$ cat src/rtl/spi_target_if.sv
// spi_target_if: bundles the SPI pins and the user-side transmit/receive
// handshake of the SPI target into one interface.
//   slave  modport : the view of the SPI target itself
//   master modport : the view of whatever drives the target (SPI master
//                    plus user logic, e.g. a testbench)
// Signals:
//   sclk, cs_n, mosi        SPI pins from the master
//   miso, miso_oe           SPI data back to the master and its pad enable
//   tx_data/tx_valid/ready  one-entry transmit holding register handshake
//   rx_data/rx_valid        last complete received word and its update pulse
//   underrun, frame_abort   single-cycle status pulses
interface spi_target_if #(
  parameter int WIDTH = 8
);
  logic             sclk;
  logic             cs_n;
  logic             mosi;
  logic             miso;
  logic             miso_oe;
  logic [WIDTH-1:0] tx_data;
  logic             tx_valid;
  logic             tx_ready;
  logic [WIDTH-1:0] rx_data;
  logic             rx_valid;
  logic             underrun;
  logic             frame_abort;

  modport slave (
    input  sclk, cs_n, mosi, tx_data, tx_valid,
    output miso, miso_oe, tx_ready, rx_data, rx_valid, underrun, frame_abort
  );

  modport master (
    output sclk, cs_n, mosi, tx_data, tx_valid,
    input  miso, miso_oe, tx_ready, rx_data, rx_valid, underrun, frame_abort
  );
endinterface

$ cat src/rtl/spi_target.sv
// spi_target: SPI mode-0 target. Oversamples sclk/cs_n/mosi in the clk
// domain, shifts a word out on miso MSB first while shifting a word in
// from mosi. A one-entry holding register decouples user logic from
// frame timing; back-to-back words within one frame are supported.
// Ports:
//   clk   system clock, all logic lives in this domain
//   rst   asynchronous active-high reset
//   bus   spi_target_if.slave (SPI pins plus tx/rx handshake and pulses)
module spi_target #(
  parameter int WIDTH       = 8,
  parameter int SYNC_STAGES = 2
) (
  input  logic               clk,
  input  logic               rst,
  spi_target_if.slave        bus
);

  localparam int CNT_W = (WIDTH > 2) ? $clog2(WIDTH) : 1;

  typedef enum logic {
    IDLE,
    SHIFT
  } state_t;

  // Synchronizer chains; cs_n idles high so its chain resets to 1.
  logic [SYNC_STAGES-1:0] sclkSync_q;
  logic [SYNC_STAGES-1:0] csSync_q;
  logic [SYNC_STAGES-1:0] mosiSync_q;
  logic                   sclkDly_q;
  logic                   csDly_q;

  state_t                 state_q;
  logic [CNT_W-1:0]       bitCnt_q;
  logic [WIDTH-1:0]       txShift_q;
  logic [WIDTH-1:0]       rxShift_q;
  logic [WIDTH-1:0]       hold_q;
  logic                   holdFull_q;
  logic                   misoOe_q;
  logic [WIDTH-1:0]       rxData_q;
  logic                   rxValid_q;
  logic                   underrun_q;
  logic                   frameAbort_q;

  logic                   sclkS;
  logic                   csS;
  logic                   mosiS;
  logic                   sclkRise;
  logic                   sclkFall;
  logic                   csFall;
  logic                   csRise;
  logic                   cntZero;
  logic                   cntLast;
  logic                   doLoad;
  logic [WIDTH-1:0]       rxWord_d;

  // Input conditioning: flop chains, then a one-cycle-delayed copy of the
  // synchronized level for edge detection.
  always_ff @(posedge clk or posedge rst) begin
    if (rst) begin
      sclkSync_q <= '0;
      csSync_q   <= '1;
      mosiSync_q <= '0;
      sclkDly_q  <= 1'b0;
      csDly_q    <= 1'b1;
    end else begin
      sclkSync_q <= {sclkSync_q[SYNC_STAGES-2:0], bus.sclk};
      csSync_q   <= {csSync_q[SYNC_STAGES-2:0], bus.cs_n};
      mosiSync_q <= {mosiSync_q[SYNC_STAGES-2:0], bus.mosi};
      sclkDly_q  <= sclkSync_q[SYNC_STAGES-1];
      csDly_q    <= csSync_q[SYNC_STAGES-1];
    end
  end

  assign sclkS    = sclkSync_q[SYNC_STAGES-1];
  assign csS      = csSync_q[SYNC_STAGES-1];
  assign mosiS    = mosiSync_q[SYNC_STAGES-1];
  assign sclkRise = sclkS & ~sclkDly_q;
  assign sclkFall = ~sclkS & sclkDly_q;
  assign csFall   = ~csS & csDly_q;
  assign csRise   = csS & ~csDly_q;
  assign cntZero  = (bitCnt_q == '0);
  assign cntLast  = (bitCnt_q == CNT_W'(WIDTH - 1));
  assign rxWord_d = {rxShift_q[WIDTH-2:0], mosiS};

  // A word starts either at frame start or on the sclk fall that follows a
  // completed word; both take the holding register (or zero on underrun).
  assign doLoad = ((state_q == IDLE) && csFall) ||
                  ((state_q == SHIFT) && !csRise && sclkFall && cntZero);

  // Main FSM together with the holding register. The handshake only fires
  // while the register is empty and a load only clears it while it is full,
  // so a same-cycle handshake and load never fight over hold_q/holdFull_q.
  always_ff @(posedge clk or posedge rst) begin
    if (rst) begin
      state_q      <= IDLE;
      bitCnt_q     <= '0;
      txShift_q    <= '0;
      rxShift_q    <= '0;
      hold_q       <= '0;
      holdFull_q   <= 1'b0;
      misoOe_q     <= 1'b0;
      rxData_q     <= '0;
      rxValid_q    <= 1'b0;
      underrun_q   <= 1'b0;
      frameAbort_q <= 1'b0;
    end else begin
      rxValid_q    <= 1'b0;
      underrun_q   <= 1'b0;
      frameAbort_q <= 1'b0;

      if (bus.tx_valid && !holdFull_q) begin
        hold_q     <= bus.tx_data;
        holdFull_q <= 1'b1;
      end

      if (doLoad) begin
        if (holdFull_q) begin
          txShift_q  <= hold_q;
          holdFull_q <= 1'b0;
        end else begin
          txShift_q  <= '0;
          underrun_q <= 1'b1;
        end
      end

      case (state_q)
        IDLE: begin
          if (csFall) begin
            state_q  <= SHIFT;
            misoOe_q <= 1'b1;
            bitCnt_q <= '0;
          end
        end
        SHIFT: begin
          if (csRise) begin
            state_q      <= IDLE;
            misoOe_q     <= 1'b0;
            bitCnt_q     <= '0;
            frameAbort_q <= !cntZero;
          end else if (sclkRise) begin
            rxShift_q <= rxWord_d;
            if (cntLast) begin
              rxData_q  <= rxWord_d;
              rxValid_q <= 1'b1;
              bitCnt_q  <= '0;
            end else begin
              bitCnt_q <= bitCnt_q + 1'b1;
            end
          end else if (sclkFall && !cntZero) begin
            txShift_q <= {txShift_q[WIDTH-2:0], 1'b0};
          end
        end
        default: state_q <= IDLE;
      endcase
    end
  end

  assign bus.miso        = misoOe_q & txShift_q[WIDTH-1];
  assign bus.miso_oe     = misoOe_q;
  assign bus.tx_ready    = !holdFull_q;
  assign bus.rx_data     = rxData_q;
  assign bus.rx_valid    = rxValid_q;
  assign bus.underrun    = underrun_q;
  assign bus.frame_abort = frameAbort_q;

endmodule

$ cat src/flat_wrapper.sv
// flat-port wrapper written by rule: the top's interface ports become plain ports
module spi_target_flat 
#(
  parameter int WIDTH       = 8,
  parameter int SYNC_STAGES = 2
)
  (clk, rst, bus_sclk, bus_cs_n, bus_mosi, bus_tx_data, bus_tx_valid, bus_miso, bus_miso_oe, bus_tx_ready, bus_rx_data, bus_rx_valid, bus_underrun, bus_frame_abort);
  spi_target_if #(.WIDTH(WIDTH)) bus_i ();
  input  logic clk;
  input  logic rst;
  input wire logic [$bits(bus_i.sclk)-1:0] bus_sclk;
  input wire logic [$bits(bus_i.cs_n)-1:0] bus_cs_n;
  input wire logic [$bits(bus_i.mosi)-1:0] bus_mosi;
  input wire logic [$bits(bus_i.tx_data)-1:0] bus_tx_data;
  input wire logic [$bits(bus_i.tx_valid)-1:0] bus_tx_valid;
  output wire logic [$bits(bus_i.miso)-1:0] bus_miso;
  output wire logic [$bits(bus_i.miso_oe)-1:0] bus_miso_oe;
  output wire logic [$bits(bus_i.tx_ready)-1:0] bus_tx_ready;
  output wire logic [$bits(bus_i.rx_data)-1:0] bus_rx_data;
  output wire logic [$bits(bus_i.rx_valid)-1:0] bus_rx_valid;
  output wire logic [$bits(bus_i.underrun)-1:0] bus_underrun;
  output wire logic [$bits(bus_i.frame_abort)-1:0] bus_frame_abort;
  assign bus_i.sclk = bus_sclk;
  assign bus_i.cs_n = bus_cs_n;
  assign bus_i.mosi = bus_mosi;
  assign bus_i.tx_data = bus_tx_data;
  assign bus_i.tx_valid = bus_tx_valid;
  assign bus_miso = bus_i.miso;
  assign bus_miso_oe = bus_i.miso_oe;
  assign bus_tx_ready = bus_i.tx_ready;
  assign bus_rx_data = bus_i.rx_data;
  assign bus_rx_valid = bus_i.rx_valid;
  assign bus_underrun = bus_i.underrun;
  assign bus_frame_abort = bus_i.frame_abort;
  spi_target #(.WIDTH(WIDTH), .SYNC_STAGES(SYNC_STAGES)) u_core (.clk(clk), .rst(rst), .bus(bus_i));
endmodule
$ cat config.mk
export PLATFORM = sky130hd
export DESIGN_NAME = spi_target_flat
export DESIGN_NICKNAME = d
export VERILOG_FILES = /design/src/rtl/spi_target_if.sv /design/src/rtl/spi_target.sv /design/src/flat_wrapper.sv
export SDC_FILE = /design/constraint.sdc
export NUM_CORES = 1
export LEC_CHECK = 0
export CELL_PAD_IN_SITES_DETAIL_PLACEMENT = 0
export CELL_PAD_IN_SITES_GLOBAL_PLACEMENT = 1
export CORE_ASPECT_RATIO = 1.75
export CORE_MARGIN = 5
export CORE_UTILIZATION = 46
export CTS_BUF_LIST = sky130_fd_sc_hd__clkbuf_4 sky130_fd_sc_hd__clkbuf_8
export DETAILED_ROUTE_END_ITERATION = 8
export GPL_TIMING_DRIVEN = 0
export PLACE_DENSITY_LB_ADDON = 0.1
export RECOVER_POWER = 50
export SYNTH_ARGS = -nofsm -noshare
export SYNTH_HDL_FRONTEND = slang
export SYNTH_SLANG_ARGS = --single-unit
$ cat constraint.sdc
create_clock -name clk -period 2 [get_ports clk]
set_input_delay 0.4 -clock clk [delete_from_list [all_inputs] [get_ports clk]]
set_output_delay 0.4 -clock clk [all_outputs]
set_load 0.02 [all_outputs]
-- Word level (Yosys, flattened, before mapping)
Cells that the tools add are included.
- logic and storage cells: 75
- register bits after elaboration: 48
- bits of input ports: 14
- bitwise gates (word level): 11
- eq/ne operators: 4
- $add $sub $neg: 1
- reductions and logical operators: 15
- muxes and demuxes: 28
- operators with widths (cell ; count):
    $mux W8 ; 6
    $mux W1 ; 15
    $mux W3 ; 4
    $logic_and A1 B1 Y1 ; 6
    $not A1 Y1 ; 6
    $pmux W3 S2 ; 1
    $and A1 B1 Y1 ; 5
    $pmux W1 S2 ; 2
    $reduce_and A2 Y1 ; 2
    $reduce_and A4 Y1 ; 1
    $add A3 B1 Y3 const B ; 1
    $eq A3 B3 Y1 const B ; 1
    $logic_not A1 Y1 ; 3
    $logic_not A3 Y1 ; 1
    $ne A3 B3 Y1 const B ; 1
    $reduce_and A3 Y1 ; 1
    $ne A2 B1 Y1 const B ; 1
    $ne A2 B2 Y1 const B ; 1
    $logic_or A1 B1 Y1 ; 1

-- Logic depth before layout (Yosys ltp)
- depth after elaboration: 12
- mapped depth: 7
- depth with buffers taken out: 6

-- Worst setup path before layout
Ideal clock, no wire load.
- kind: flip-flop to flip-flop
- start: reg u_core.csSync_q[1]
- end: reg u_core.bitCnt_q[0]
- path buffers: 1
- arrival time: 1344 ps
- clock period less this slack: 1468 ps
- stages on the path, launching flop included: 6
- data required time: 1875 ps
- path slack: 532 ps
- cell sequence: dfstp_2 > buf_6 > nor2b_2 > o21ai_2 > nand2_1 > mux2_2
- longest elaborated chain between the ends: 4
- RTL lines (what ; line ; text):
    from (decl) ; spi_target.sv:27 ; logic [SYNC_STAGES-1:0] csSync_q;
    from (signal assigned) ; spi_target.sv:67 ; csSync_q <= {csSync_q[SYNC_STAGES-2:0], bus.cs_n};
    $not A1 Y1 ; spi_target.sv:79 ; assign csFall = ~csS & csDly_q;
    $and A1 B1 Y1 ; spi_target.sv:79 ;
    $ne A2 B1 Y1 (no source line) ; -- ;
    $reduce_and A2 Y1 (no source line) ; -- ;
    to (signal assigned) ; spi_target.sv:147 ; bitCnt_q <= bitCnt_q + 1'b1;
    to (decl) ; spi_target.sv:33 ; logic [CNT_W-1:0] bitCnt_q;
Parallel ways exist; a longest one is shown, timed or not.
A chain may end at the register's enable or synchronous reset.

-- Final worst setup path
- start: reg u_core.misoOe_q, in the netlist u_core.bus.miso_oe
- end: out bus_miso
- longest elaborated chain between the ends: 1
- RTL lines (what ; line ; text):
    from (decl) ; spi_target.sv:38 ; logic misoOe_q;
    from (signal assigned) ; spi_target.sv:101 ; misoOe_q <= 1'b0;
    from (signal assigned) ; spi_target.sv:130 ; misoOe_q <= 1'b1;
    from (signal assigned) ; spi_target.sv:137 ; misoOe_q <= 1'b0;
    $and A1 B1 Y1 ; spi_target.sv:158 ; assign bus.miso = misoOe_q & txShift_q[WIDTH-1];
    to (decl) ; flat_wrapper.sv:16 ; output wire logic [$bits(bus_i.miso)-1:0] bus_miso;
No other way between the ends.

==> metrics.csv <==
metric,value,unit
synth_top_cell_area_share,55.1,%
placed_cells,231,
total_leakage_power,1.16,nW
io_pins,28,
maxCapViolCount,0,
hold_end,u_core.sclkSync_q[1],
drt_pass1_iterations,4,
seq_area_frac_synth,59.0,%
gr-usage-met2,24.9,%
grtUsageMet1,14.2,%
setup_violations,0,
synth_top_flop_cell,dfrtp_1,
drt-initial-drc-count,19,
layout_setup_ws,190,ps
syn_to_final_growth,22.7,%
worstSkewPairLatency,300,ps
cts_buffers,5,
fmax,552,MHz
clockBufferDepth,2,
final_area,2510,um^2
rsz0062_at_grt,false,
pre_cts_ws,291,ps
wl_per_cell,14.9,um
reg2reg_slack,320,ps
yosysUniqueCellTypes,37,
drtAntennaViolNets,0,
vdd_drop_max,0.000750,V
ys_ff_latch,48,
cts-root-buf,clkbuf_8,
grt_pass1_wl,6150,um
drv_slew,0,
rows,32,
hold_buffers,0,
die_area,5930,um^2
min_from,u_core.sclkSync_q[0],
crit_path_max_fanout,4,
finalCritPeriodShare,90.5,%
syn_avg_cell_area,13.4,um^2
nets,204,
core-area,4360,um^2
clk_pin_slew,80,ps
gr-total-overflow,0,
power.density,1080,nW/um^2
worstReg2RegEnd,u_core.txShift_q[5],
status,finished clean,
total_power,2.69,mW
grt_max_degree,40,
gp_congestion,0.699,
ys_top_cells_by_area,"dfrtp_1 55%, mux2_2 13%, dfstp_2 3.9%",
fin_cells,239,
die_h,98.2,um
syn-num-nets,169,
place_area,2400,um^2
min_path_cells,0,
die_w,60.4,um
synth-edff-count,0,
cts_tree,done,
yosysWarnings,0,
fin_skew,3.85,ps
reg2reg_depth,7,
r2r-start,u_core.bitCnt_q[0],
async_flop_share,100,%
first_global_vias,1351,
final-hold-violation-count,0,
vias,1253,
syn_area,2040,um^2
routed_wl,3550,um
hold_class,reg2reg,
relSlewSlack,44.9,%
synth.largest_area_cell,dfrtp_1,
utilization,57.4,%
cp.arrival,1410,ps
startpoint_type,flop,
io_buffers,27,
dp_hpwl,2700,um
cts_max_level,2,
syn_inst,152,
grt_usage,13.6,%
worstSetupEndpointType,output port,
critical_path_class,reg2out,
tightest_slew,826,ps
drc,0,
cts.sinks,48,
num_antenna_cells,0,
antenna_found_initial,0,
initial_utilization,46.8,%
worst_ep_required_time,1600,ps
finalCriticalPeriod,1810,ps
vias_per_cell,5.24,
drive_gt1_share,27.7,%
met3_usage,3.17,%
busiest_layer,met2,
## repair_timing
action / in CTS / in global routing
setup buffers: 0 / 0
resized for setup: 0 / 1
endpoints found under the hold margin: 0 / 0
endpoints found under the setup margin: 0 / 1
## cells by family after synthesis
family          count (synthesis)  share of synthesized area [%]
flops                          48                           59.0
fa+ha+maj                       4                           2.33
buf+inv                        14                           3.98
simple gates                   37                           12.2
mux                            25                           13.7
compound gates                 24                           8.82
## per-layer routing
layer  up-vias  routed length, um  part of all wire (%)
met3         9                142                   4.0
met4         0                 84                   2.4
li1        605                  -                     -
met2        32               2070                    58
met5         -                  0                     0
met1       607               1260                    35
## state kept, by name, indices dropped and copies added (netlist names), 2 cells and up
signal,cells
u_core.bitCnt_q,3
u_core.bus.rx_data,8
u_core.csSync_q,2
u_core.hold_q,8
u_core.mosiSync_q,2
u_core.rxShift_q,7
u_core.sclkSync_q,2
u_core.txShift_q,8
## worst max-delay path, stage by stage (launching register included)
cell             delay (ps)
dfrtp_1                 380
and2_1                  130
clkdlybuf4s50_1         600
## synthesized netlist by cell type (2+ instances only)
cell type and count:
a31oi_1 7, buf_2 3, buf_6 3, dfrtp_1 45, dfstp_2 3, ha_1 3, inv_1 7, mux2_2 24
nand2_1 3, nand3_1 9, nand3_2 2, nor2_1 9, nor2b_1 2, o211ai_1 8, o21ai_0 2
## power by group
group	total [mW]	leakage (nW)	internal, mW	switching, mW
sequential	1.36	0.601	1.22	0.143
clock	0.724	0.0614	0.409	0.315
combinational	0.607	0.493	0.315	0.292
total	2.69	1.15	1.95	0.749
## worst max path at each step
stage	startpoint	endpoint	slack, ps	depth (start not counted)
floorplan	rst	u_core.bitCnt_q[0]	460	1
global placement	rst	u_core.bus.underrun	-410	2
global route	rst	u_core.txShift_q[4]	110	3
finish	u_core.bus.miso_oe	bus_miso	190	2
detailed placement	u_core.bitCnt_q[0]	u_core.txShift_q[5]	290	7
CTS	u_core.holdFull_q	bus_tx_ready	20	3
## layout by cell type (no fill, tap or decap), types with 2 or more instances in the layout
master / instances
ha_1: 3
a31oi_1: 7
dfstp_2: 2
o21ai_0: 2
buf_6: 3
nand3_2: 2
dfrtp_1: 45
o211ai_1: 8
inv_1: 7
nand2_1: 3
mux2_2: 24
buf_2: 4
nor2_1: 9
nor2b_1: 2
clkdlybuf4s50_1: 22
dlygate4sd3_1: 4
nand3_1: 9
clkbuf_8: 6
## metrics by stage
step                      setup TNS, ps  hold WS [ps]
after floorplan                       0           331
final                                 0           361
after global placement           -18320           335
after CTS                             0           330
after detailed placement              0           346
after global routing                  0           374
## final cells by class
cell class,count,area (um^2)
Buffer,6,48.8
Clock buffer,6,82.6
Clock inverter,2,38.8
Fill cell,378,1860
Inverter,8,32.5
Multi-Input combinational cell,90,757
Sequential cell,48,1200
Tap cell,51,63.8
Timing Repair Buffer,28,278
(Power assumes the default switching activity.)
